### config.mk
export PLATFORM = sky130hd
export DESIGN_NAME = pe_array_drain
export DESIGN_NICKNAME = d
export VERILOG_FILES = /design/src/rtl/pe_array_drain.sv
export SDC_FILE = /design/constraint.sdc
export NUM_CORES = 1
export LEC_CHECK = 0
export CAP_MARGIN = 20
export CORE_MARGIN = 2
export CORE_UTILIZATION = 50
export DETAILED_ROUTE_END_ITERATION = 10
export GPL_ROUTABILITY_DRIVEN = 0
export PLACE_DENSITY = 0.86
export SYNTH_ARGS = -nofsm -noshare
export SYNTH_HDL_FRONTEND = slang
export SYNTH_SLANG_ARGS = --single-unit
### constraint.sdc
create_clock -name CLK -period 14.1 [get_ports CLK]
set_input_delay 2.115 -clock CLK [delete_from_list [all_inputs] [get_ports CLK]]
set_output_delay 2.115 -clock CLK [all_outputs]
set_load 0.02 [all_outputs]
### src/rtl/pe_array_drain.sv
// Drain stage for the systolic PE array: snapshot the result plane, ack the array, stream elements row-major.
// Optional running checksum on sum_out when PE_DRAIN_SUM_EN is defined (tied to zero otherwise).
//
// state     | meaning
// ----------+----------------------------------------------------
// IDLE      | waiting for a start pulse
// WAIT_RDY  | start seen, waiting for array_ready
// CAPTURE   | latch s_out_flat into shadow, array_ack high
// STREAM    | present shadow[index] with out_valid, advance on beat
// DONE      | one-cycle done pulse, back to IDLE

module pe_array_drain #(
   parameter int  ARRAY_SIZE_1D    = 2,
   parameter int  OUTPUT_PRECISION = 32,
   localparam int RW = (ARRAY_SIZE_1D > 1) ? $clog2(ARRAY_SIZE_1D) : 1
) (
   input  logic                                                       CLK,
   input  logic                                                       RST,
   input  logic                                                       start,
   input  logic                                                       array_ready,
   input  logic [ARRAY_SIZE_1D*ARRAY_SIZE_1D*OUTPUT_PRECISION-1:0]    s_out_flat,
   output logic                                                       array_ack,
   output logic [OUTPUT_PRECISION-1:0]                                out_data,
   output logic [RW-1:0]                                              out_row,
   output logic [RW-1:0]                                              out_col,
   output logic                                                       out_valid,
   input  logic                                                       out_ready,
   output logic                                                       busy,
   output logic                                                       done,
   output logic [OUTPUT_PRECISION-1:0]                                sum_out
);

   localparam int N  = ARRAY_SIZE_1D;
   localparam int OP = OUTPUT_PRECISION;
   localparam int NE = N * N;
   localparam int IW = (NE > 1) ? $clog2(NE) : 1;

   typedef enum logic [2:0] {
      S_IDLE,
      S_WAIT_RDY,
      S_CAPTURE,
      S_STREAM,
      S_DONE
   } state_t;

   state_t          state_q, state_d;
   logic [IW-1:0]   idx_q, idx_d;
   logic [RW-1:0]   row_q, row_d;
   logic [RW-1:0]   col_q, col_d;
   logic [OP-1:0]   shadow_q [NE];
   logic            beat;
   logic            last;

   assign beat = (state_q == S_STREAM) && out_ready;
   assign last = (idx_q == IW'(NE - 1));

   always_ff @(posedge CLK) begin
      if (RST) begin
         state_q <= S_IDLE;
      end else begin
         state_q <= state_d;
      end
   end

   always_comb begin
      state_d = state_q;
      case (state_q)
         S_IDLE:     if (start)       state_d = S_WAIT_RDY;
         S_WAIT_RDY: if (array_ready) state_d = S_CAPTURE;
         S_CAPTURE:                   state_d = S_STREAM;
         S_STREAM:   if (beat && last) state_d = S_DONE;
         S_DONE:                      state_d = S_IDLE;
         default:                     state_d = S_IDLE;
      endcase
   end

   always_comb begin
      array_ack = (state_q == S_CAPTURE);
      out_valid = (state_q == S_STREAM);
      busy      = (state_q != S_IDLE);
      done      = (state_q == S_DONE);
      out_data  = '0;
      out_row   = '0;
      out_col   = '0;
      if (state_q == S_STREAM) begin
         out_data = shadow_q[idx_q];
         out_row  = row_q;
         out_col  = col_q;
      end
   end

   // Index holds on the final beat; it is re-zeroed on the next capture, so it never wraps mid-pass.
   always_comb begin
      idx_d = idx_q;
      row_d = row_q;
      col_d = col_q;
      if (state_q == S_CAPTURE) begin
         idx_d = '0;
         row_d = '0;
         col_d = '0;
      end else if (beat && !last) begin
         idx_d = idx_q + IW'(1);
         if (col_q == RW'(N - 1)) begin
            col_d = '0;
            row_d = row_q + RW'(1);
         end else begin
            col_d = col_q + RW'(1);
         end
      end
   end

   always_ff @(posedge CLK) begin
      if (RST) begin
         idx_q <= '0;
         row_q <= '0;
         col_q <= '0;
         for (int i = 0; i < NE; i++) begin
            shadow_q[i] <= '0;
         end
      end else begin
         idx_q <= idx_d;
         row_q <= row_d;
         col_q <= col_d;
         if (state_q == S_CAPTURE) begin
            for (int i = 0; i < NE; i++) begin
               shadow_q[i] <= s_out_flat[i*OP +: OP];
            end
         end
      end
   end

`ifdef PE_DRAIN_SUM_EN
   logic [OP-1:0] sum_q, sum_d;

   // Wrapping add; the value persists through DONE until the next capture.
   always_comb begin
      sum_d = sum_q;
      if (state_q == S_CAPTURE) begin
         sum_d = '0;
      end else if (beat) begin
         sum_d = sum_q + out_data;
      end
   end

   always_ff @(posedge CLK) begin
      if (RST) begin
         sum_q <= '0;
      end else begin
         sum_q <= sum_d;
      end
   end

   assign sum_out = sum_q;
`else
   assign sum_out = '0;
`endif

endmodule

=== After elaboration in Yosys (flattened, before gate mapping) ===
Memory sizes are Yosys's and may differ from the RTL's. A register that Yosys moved wholly into a read port is not among the register bits.
Cells that the tools add are included.

* Register bits: 7
* Memory bits (writable): 128
* Input port bits: 133
* Word-level logic and storage cells: 48
* Memories: 1

* $add $sub $neg: 3
* Equality and inequality tests: 8
* Muxes and demuxes: 19
* Bitwise logic cells: 4
* Reduce and logical (&&, ||, !) cells: 9

{| class="wikitable"
|+ Memories
! memory !! depth !! bits a word !! rd ports !! clocked after memory_dff !! wr ports !! line !! text
|-
| shadow_q || 4 || 32 || 1 || 1 || 4 || 50 || <nowiki>logic [OP-1:0] shadow_q [NE];</nowiki>
|}

{| class="wikitable"
|+ Operators with widths
! cell !! number
|-
| $mux W32 || 5
|-
| $pmux W3 S4 || 1
|-
| $mux W3 || 3
|-
| $mux W1 || 8
|-
| $eq A3 B2 Y1 const B || 2
|-
| $mux W2 || 2
|-
| $ne A2 B2 Y1 const B || 2
|-
| $or A1 B1 Y1 || 4
|-
| $eq A3 B1 Y1 const B || 1
|-
| $eq A3 B3 Y1 const B || 1
|-
| $logic_and A1 B1 Y1 || 3
|-
| $logic_not A3 Y1 || 1
|-
| $reduce_and A3 Y1 || 1
|-
| $reduce_bool A3 Y1 || 1
|-
| $add A1 B1 Y1 const B || 2
|-
| $add A2 B1 Y2 const B || 1
|-
| $eq A2 B2 Y1 const B || 1
|-
| $ne A2 B1 Y1 const B || 1
|-
| $reduce_and A2 Y1 || 1
|-
| $reduce_or A2 Y1 || 1
|-
| $logic_not A1 Y1 || 1
|}

=== Logic depth before layout (Yosys ltp) ===
Gate-level depths: netlist of the first run.

* Word-level depth: 5
* Gate-level depth with buffers: 6
* Mapped depth without buffers: 4

=== Worst setup path before layout of the first run ===
No wires, ideal clock.

* Path kind: input to register
* From: input port RST
* To: memory shadow_q[0][0] (netlist bit) (enable)
* Arrival time: 5797 ps
* Setup slack: 7764 ps
* Cell stages on the path: 2
* Path buffers: 1
* Cell sequence: or2_2 -> clkbuf_1

{| class="wikitable"
|+ RTL lines
! what !! line !! text
|-
| start, declared || 18 || <nowiki>input logic RST,</nowiki>
|-
| end, declared || 50 ||
|}

==> flow_summary.yaml, run 1 <==
layout:
  finish.instance_area_sq_um: 8500
  layout.nets: 724
  most_common_library_cell_in_the_layout_ignoring_fill_and_taps: "clkdlybuf4s50_1"
  antenna_cells: 0
  area_growth_pct: 34.1
  drive_gt1_share_pct: 10.4
  final-instance-count-excl-fill: 771
  most_frequent_cells_in_the_layout: "clkdlybuf4s50_1 (170), and2_1 (160), edfxtp_1 (128), mux4_2 (32), conb_1 (32)"
pwr:
  static-leakage-power_nw: 3.13
  pwr_density_cell_nw_per_um2: 109
  power.total_mw: 0.929
  ir_drop_mv: 0.0724
route:
  drt_first_iter_violations: 347
  drt_wl_total_mm: 13.2
  via_per_inst: 4.97
  drc: 0
  detailroute.via_count: 3830
  wl_per_cell_microns: 17.1
  route.antenna.remaining_nets: 0
  first_pass_iteration_count_of_the_detailed_router: 4
clock_network:
  post_cts_hold_buffer_count: 0
  tritoncts: "yes"
  cts.root.buffer_cell: "clkbuf_16"
  post_cts.repair.setup_buffers: 0
  clock_tree.htree_level_count: 4
  number_of_sinks_driven_by_the_clock_tree: 137
  clock_latency_of_the_later_clocked_register_in_the_worst_skew_pair_ns: 0.42
  clk_pin_slew_ns: 0.05
  cts_buffers: 17
  cts-root-to-sink-buffers: 2
  resized_gates_after_cts: 0
critical_path:
  worst_path_max_delay_cell: "dfxtp_2"
  startpoint_type: "flop"
  slowest_delay_ns: 0.63
  cp_num_buf_inv: 2
  end_kind: "primary output"
  worst-endpoint-arrival_ns: 2.81
  worstPathMaxFanout: 19
  timing.critical_path.cells: "buf_4, mux4_2, and2_1, clkdlybuf4s50_1"
  path_delay_family: "buffers and inverters"
  worst-endpoint-required_ns: 11.98
  critical_path_class: "reg2out"
global_route:
  grt_first_pass_wirelength_mm: 19.6
  grt_antenna_before_repair: 0
  first_global_vias: 3900
  grt_start_max_net_pins: 76
  grt.total_usage_pct: 20.1
  grt-ovfl-total: 0
yosys:
  postSynthCellCount: 425
  synth.distinct_cells: 32
  synth-warning-count: 0
  post_synth_instance_area_sq_um: 6340
  yosysSeqAreaShare_pct: 63.4
  postSynthAreaPerCell_sq_um: 14.9
  postSynthRegisterBits: 137
place:
  port_buffers: 170
  pre_cts_ws_ns: 9.43
  dpl.hpwl_mm: 8.88
  place_inst: 743
  postPlaceCellArea_sq_um: 8030
sta:
  setup_viol: 0
  worst_clock_skew_ns: 0.0157
  tightest_slew_ns: 0.920
  setup-tns-final_ns: 0
  finalMaxSlewViolations: 0
  fin_crit_ns: 4.92
  grt_setup_unrepaired: "false"
  maxClockFrequency_ghz: 0.203
  maxSlewHeadroom_pct: 38.6
  layout_worst_path_cycle_share_pct: 34.9
  hold_viol_final: 0
  setup_ws_ns: 9.18
die:
  placementRows: 41
  die-height_microns: 117
  ioPinCount: 203
  initial_core_util_pct: 50.7
  fp.dieW_microns: 117
  design.die.area_sq_um: 13600
  core_area_sq_um: 12500
status:
  status: "finished, final reports clean"
hold_path:
  min-delay-path-class: "reg2reg"
run:
  timing.max_cap.violations: 0
cell type report:
type | count | area [sq um]
clock buffers | 20 | 437
clock inverters | 8 | 35.0
fillers | 929 | 4020
inverters | 3 | 11.3
multi-input cells | 258 | 2050
flip-flops and latches | 137 | 4030
well taps | 172 | 215
repair buffers | 173 | 1720
final timing paths:
path | start | to | slack, ns | cells after the start
max reg2reg | state_q[1] | shadow_q[0][27] | 11.37 | 3
max | flop | out_data[18] | 9.18 | 4
min reg2reg | row_q | row_q | 0.48 | 2
min | row_q | row_q | 0.48 | 2
per-layer routing:
layer	global-route usage, %	wire length (microns)	part of all wire, %	vias to the layer above
li1	-	-	-	1783
met1	23.0	5090	39	1882
met2	35.0	7080	54	141
met3	5.81	734	5.6	24
met4	9.25	289	2.2	0
met5	0	0	0	-
tightest hold or removal path, delay by kind of cell (launching register included):
family         cells  cell delay [ns]
AO/OA/AOI/OAI      2             0.13
flip-flops         1             0.31
report_power, final:
group / internal (mW) / leakage [nW] / switching, mW / total [mW]
logic: 0.0499 / 1.49 / 0.0365 / 0.0864
registers: 0.473 / 1.41 / 0.00793 / 0.481
clock network: 0.216 / 0.235 / 0.147 / 0.362
total: 0.738 / 3.13 / 0.191 / 0.929
cells in the mapped netlist:
cell | instances | area, sq um
and2_1 | 160 | 1000
edfxtp_1 | 128 | 3840
buf_4 | 37 | 278
mux4_2 | 32 | 721
clkbuf_2 | 12 | 60.1
dfxtp_1 | 9 | 180
a21oi_1 | 5 | 25.0
clkbuf_1 | 4 | 15.0
o21ai_0 | 4 | 20.0
buf_1 | 3 | 11.3
nand3_1 | 3 | 15.0
nor2_1 | 3 | 11.3
buf_2 | 2 | 10.0
inv_1 | 2 | 7.51
nor2b_1 | 2 | 12.5
nor3_1 | 2 | 10.0
or3_1 | 2 | 12.5
a22oi_1 | 1 | 7.51
and2b_1 | 1 | 7.51
and3_1 | 1 | 6.26
conb_1 | 1 | 3.75
ha_1 | 1 | 12.5
inv_2 | 1 | 3.75
nand2_1 | 1 | 3.75
nand2b_1 | 1 | 6.26
nand3b_1 | 1 | 7.51
nand4_1 | 1 | 6.26
nor3b_1 | 1 | 7.51
nor3b_2 | 1 | 12.5
o311a_1 | 1 | 10.0
o31ai_1 | 1 | 7.51
or2_2 | 1 | 6.26
state kept, by name (all words and copies together) (netlist names), named ones only:
register and flops:
row_q 1, state_q 3, shadow_q 128, idx_q 2, col_q 1
per-stage QoR:
stage | hold WS, ns | util (%)
floorplan | 0.444 | -
global placement | 0.451 | 64.2
detailed placement | 0.479 | 64.2
CTS | 0.485 | 67.9
global route | 0.523 | 67.9
finish | 0.484 | 67.9
kinds of logic after synthesis:
logic type                 synth area share (%)
and+or+nand+nor                            17.8
other                                    0.0591
DFF                                        63.4
AOI/OAI and AO/OA                          1.10
buffers and inverters                      6.08
muxes                                      11.4
adders and majority gates                 0.197
(Power assumes the default switching activity.)
==> inputs of run 2 (changes only) <==
--- a/config.mk
+++ b/config.mk
@@ -7,10 +7,10 @@
 export LEC_CHECK = 0
 export CAP_MARGIN = 20
 export CORE_MARGIN = 2
-export CORE_UTILIZATION = 50
+export CORE_UTILIZATION = 42
 export DETAILED_ROUTE_END_ITERATION = 10
 export GPL_ROUTABILITY_DRIVEN = 0
-export PLACE_DENSITY = 0.86
+export PLACE_DENSITY = 0.77
 export SYNTH_ARGS = -nofsm -noshare
 export SYNTH_HDL_FRONTEND = slang
 export SYNTH_SLANG_ARGS = --single-unit
==> constraint.sdc (replaced) <==
create_clock -name CLK -period 4.2 [get_ports CLK]
set_input_delay 0.63 -clock CLK [delete_from_list [all_inputs] [get_ports CLK]]
set_output_delay 0.63 -clock CLK [all_outputs]
set_load 0.02 [all_outputs]
==> flow_summary.yaml, run 2 (synthesized netlist as in run 1, its figures left out) <==
status:
  status: "finished, final reports clean"
pwr:
  ir_drop_mv: 0.295
  power.total_mw: 3.29
  pwr_density_cell_nw_per_um2: 381
  static-leakage-power_nw: 3.17
global_route:
  grt-ovfl-total: 0
  grt.total_usage_pct: 16.1
  grt_first_pass_wirelength_mm: 19.6
  first_global_vias: 3903
  grt_antenna_before_repair: 1
  grt_start_max_net_pins: 67
hold_path:
  min-delay-path-class: "reg2reg"
layout:
  most_frequent_cells_in_the_layout: "clkdlybuf4s50_1 (170), and2_1 (160), edfxtp_1 (128), mux4_2 (32), conb_1 (32)"
  multiInputGateArea_sq_um: 2050
  seqCellArea_sq_um: 4030
  largest_reg_flops: 128
  layout.nets: 725
  most_common_library_cell_in_the_layout_ignoring_fill_and_taps: "clkdlybuf4s50_1"
  antenna_cells: 0
  regMostFlops: "shadow_q"
  layout.core_utilization_pct: 59.0
  area_growth_pct: 36.2
  top_registers: "shadow_q: 128 flops, state_q: 3 flops, idx_q: 2 flops"
  num-fill-cells: 1138
  final-instance-count-excl-fill: 788
  drive_gt1_share_pct: 11.4
critical_path:
  worst-endpoint-arrival_ns: 2.65
  reg2reg_setup_slack_ns: 1.84
  worst_path_max_delay_cell: "clkdlybuf4s50_1"
  worstPathMaxFanout: 36
  critical_path_class: "reg2out"
  worst-endpoint-required_ns: 3.57
  slowest_delay_ns: 0.61
  timing.critical_path.cells: "nand3b_1, inv_2, and2_1, clkdlybuf4s50_1"
  setup.worst_path.end: "out_data[17]"
  rr_startpoint: "state_q[1]"
  end_kind: "primary output"
  reg2reg_to: "shadow_q[3][0]"
  worst_setup_path_startpoint: "state_q[0]"
  rr_worst_depth: 4
  startpoint_type: "flop"
die:
  design.die.area_sq_um: 16100
  core_area_sq_um: 14600
  fp.dieW_microns: 127
  die-height_microns: 127
  initial_core_util_pct: 43.3
  placementRows: 44
  ioPinCount: 203
route:
  detailroute.via_count: 3681
  drt_first_iter_violations: 314
  drt_wl_total_mm: 12.8
  via_per_inst: 4.67
  drc: 0
  first_pass_iteration_count_of_the_detailed_router: 4
  wl_per_cell_microns: 16.2
  route.antenna.remaining_nets: 0
clock_network:
  clock_latency_of_the_later_clocked_register_in_the_worst_skew_pair_ns: 0.41
  cts-root-to-sink-buffers: 2
  clock_tree.htree_level_count: 4
  number_of_sinks_driven_by_the_clock_tree: 137
  tritoncts: "yes"
  cts.root.buffer_cell: "clkbuf_16"
  cts_buffers: 17
  clk_pin_slew_ns: 0.05
  post_cts.repair.setup_buffers: 0
  resized_gates_after_cts: 0
  post_cts_hold_buffer_count: 0
sta:
  setup_viol: 0
  finalMaxSlewViolations: 0
  worst_clock_skew_ns: 0.00554
  layout_worst_path_cycle_share_pct: 78.0
  tightest_slew_ns: 0.897
  setup_ws_ns: 0.923
  hold_viol_final: 0
  maxClockFrequency_ghz: 0.305
  fin_crit_ns: 3.28
  setup-tns-final_ns: 0
  grt_setup_unrepaired: "false"
  maxSlewHeadroom_pct: 40.2
place:
  dpl.hpwl_mm: 8.69
  pre_cts_ws_ns: 1.30
  port_buffers: 170
  place_inst: 756
run:
  timing.max_cap.violations: 0
==> run 2: cell count changes in the layout (fill, tap and decap cells not counted), sizes merged <==
cell and delta:
clkbuf -2, clkinvlp +4, bufinv +2, buf +1
==> run 2: metal layers <==
metal  routed length [microns]  part of all wire (%)  GRT usage [%]
met2                      6500                    51           27.5
met4                       126                  0.99           4.65
met3                       775                   6.1           5.61
met1                      5340                    42           19.3
met5                        13                  0.10              0
==> run 2: cell type report <==
cell class	instances	area share [%]
Clock inverter	14	1.54
Tap cell	184	2.66
Clock buffer	18	4.97
Inverter	3	0.130
Multi-Input combinational cell	258	23.8
Timing Repair Buffer	174	20.3
Sequential cell	137	46.6
==> run 2: per-stage QoR <==
| step | instance area (sq um) | hold slack (ns) |
|---|---|---|
| final | 8640 | 0.492 |
| after global routing | 8640 | 0.504 |
| after floorplan | 6460 | 0.444 |
| after global placement | 8080 | 0.451 |
| after detailed placement | 8080 | 0.474 |
| after CTS | 8640 | 0.481 |
==> run 2: critical path: cells and delay by family (launching register included) <==
kind | cells | cell delay [ns]
and+or+nand+nor | 2 | 0.58
buffers and inverters | 2 | 1.16
DFF | 1 | 0.48
==> run 2: how the worst min path moves through the flow <==
stage,from,cells after the start,endpoint,slack [ns]
final,row_q,2,row_q,0.49
after global routing,row_q,2,row_q,0.50
after CTS,row_q,2,row_q,0.48
after detailed placement,row_q,2,row_q,0.47
after global placement,row_q,2,row_q,0.45
after floorplan,row_q,2,row_q,0.44
==> run 2: power breakdown <==
part           total [mW]  internal (mW)  leakage, nW  switching (mW)
registers            1.61           1.58         1.41          0.0264
clock network        1.39          0.863        0.262           0.529
logic               0.291          0.171         1.50           0.120
total                3.29           2.62         3.17           0.675
==> inputs of run 3 (changes only) <==
==> constraint.sdc (replaced) <==
create_clock -name CLK -period 2.85 [get_ports CLK]
set_input_delay 0.4275 -clock CLK [delete_from_list [all_inputs] [get_ports CLK]]
set_output_delay 0.4275 -clock CLK [all_outputs]
set_load 0.02 [all_outputs]
==> flow_summary.yaml, run 3 (synthesized netlist as in run 1, its figures left out) <==
die:
  initial_core_util_pct: 43.3
  fp.dieW_microns: 127
  ioPinCount: 203
  placementRows: 44
  die-height_microns: 127
  core_area_sq_um: 14600
  design.die.area_sq_um: 16100
sta:
  finalMaxSlewViolations: 0
  setup_ws_ns: 0.145
  grt_setup_unrepaired: "false"
  maxClockFrequency_ghz: 0.370
  setup-tns-final_ns: 0
  worst_clock_skew_ns: 0.0122
  layout_worst_path_cycle_share_pct: 94.9
  fin_crit_ns: 2.71
  final.hold.worst_slack_ns: 0.481
  hold_viol_final: 0
  setup_viol: 0
layout:
  antenna_cells: 0
  most_frequent_cells_in_the_layout: "clkdlybuf4s50_1 (170), and2_1 (160), edfxtp_1 (128), mux4_2 (32), conb_1 (32)"
  most_common_library_cell_in_the_layout_ignoring_fill_and_taps: "clkdlybuf4s50_1"
  num-fill-cells: 1155
  largest_reg_flops: 128
  finish.instance_area_sq_um: 8820
  area_growth_pct: 39.0
  layout.nets: 731
  regMostFlops: "shadow_q"
  final-instance-count-excl-fill: 794
  layout.core_utilization_pct: 60.2
  drive_gt1_share_pct: 13.0
  top_registers: "shadow_q: 128 flops, state_q: 3 flops, idx_q: 2 flops"
route:
  first_pass_iteration_count_of_the_detailed_router: 4
  route.antenna.remaining_nets: 0
  drt_wl_total_mm: 13.0
  drc: 0
  wl_per_cell_microns: 16.4
  detailroute.via_count: 3834
  via_per_inst: 4.83
  drt_first_iter_violations: 233
pwr:
  seq_power_share_pct: 45.5
  power.total_mw: 5.21
  power_frac_clock_pct: 46.0
  pwr_density_cell_nw_per_um2: 591
  p_comb_share_pct: 8.5
  power.switching_fraction_pct: 20.4
  switching_pwr_mw: 1.06
  internal-power_mw: 4.15
  static-leakage-power_nw: 3.25
  ir_drop_mv: 0.490
global_route:
  grt_start_max_net_pins: 129
  grt_antenna_before_repair: 0
  first_global_vias: 3953
  grt_first_pass_wirelength_mm: 20.2
  grt-ovfl-total: 0
  grt.total_usage_pct: 16.6
status:
  status: "finished, final reports clean"
place:
  postPlaceCellArea_sq_um: 8160
  dpl.hpwl_mm: 8.83
  port_buffers: 170
  pre_cts_ws_ns: 0.480
  place_inst: 762
critical_path:
  worst-endpoint-arrival_ns: 2.28
  worstPathMaxFanout: 15
  startpoint_type: "flop"
  worst-endpoint-required_ns: 2.42
  end_kind: "primary output"
  critical_path_class: "reg2out"
clock_network:
  cts.root.buffer_cell: "clkbuf_16"
  clock_latency_of_the_later_clocked_register_in_the_worst_skew_pair_ns: 0.42
  post_cts.repair.setup_buffers: 0
  tritoncts: "yes"
  clock_tree.htree_level_count: 4
  cts-root-to-sink-buffers: 2
  cts_buffers: 17
  clk_pin_slew_ns: 0.06
  number_of_sinks_driven_by_the_clock_tree: 137
run:
  timing.max_cap.violations: 0
hold_path:
  min-delay-path-class: "reg2reg"
## run 3: final timing paths
| kind | slack, ns | from | cells after the start | end |
|---|---|---|---|---|
| min reg2reg | 0.48 | row_q | 2 | row_q |
| max reg2reg | 1.18 | state_q[1] | 4 | shadow_q[1][21] |
| max | 0.14 | flop | 4 | out_data[20] |
| min | 0.48 | row_q | 2 | row_q |
## run 3: area by class of cell
class | count | area, sq um | share of cell area, %
repair buffers | 180 | 1840 | 20.9
flip-flops and latches | 137 | 4030 | 45.7
well taps | 184 | 230 | 2.61
clock inverters | 15 | 226 | 2.57
inverters | 3 | 12.5 | 0.142
clock buffers | 17 | 425 | 4.82
multi-input cells | 258 | 2050 | 23.3
## run 3: timing repair
action | in CTS | in global routing
gates resized for setup | 0 | 2
hold buffers | 0 | 0
setup endpoints to repair | 0 | 12
## run 3: critical path: stages, from the launching register on
cell and delay (ns):
dfxtp_2 0.35, buf_6 0.24, mux4_2 0.53, and2_1 0.19, clkdlybuf4s50_1 0.54
## run 3: power groups by stage
stage               combinational (mW)  sequential, mW  clock (mW)
floorplan                        0.236            2.40           0
detailed placement               0.445            2.41           0
global route                     0.473            2.38        2.53
global placement                 0.436            2.40           0
CTS                              0.446            2.37        2.46
finish                           0.441            2.37        2.40
## run 3: routing by layer
metal | wire (microns) | track usage, %
met1 | 5260 | 19.4
met2 | 6720 | 28.2
met3 | 894 | 6.37
met4 | 165 | 5.43
met5 | 0 | 0
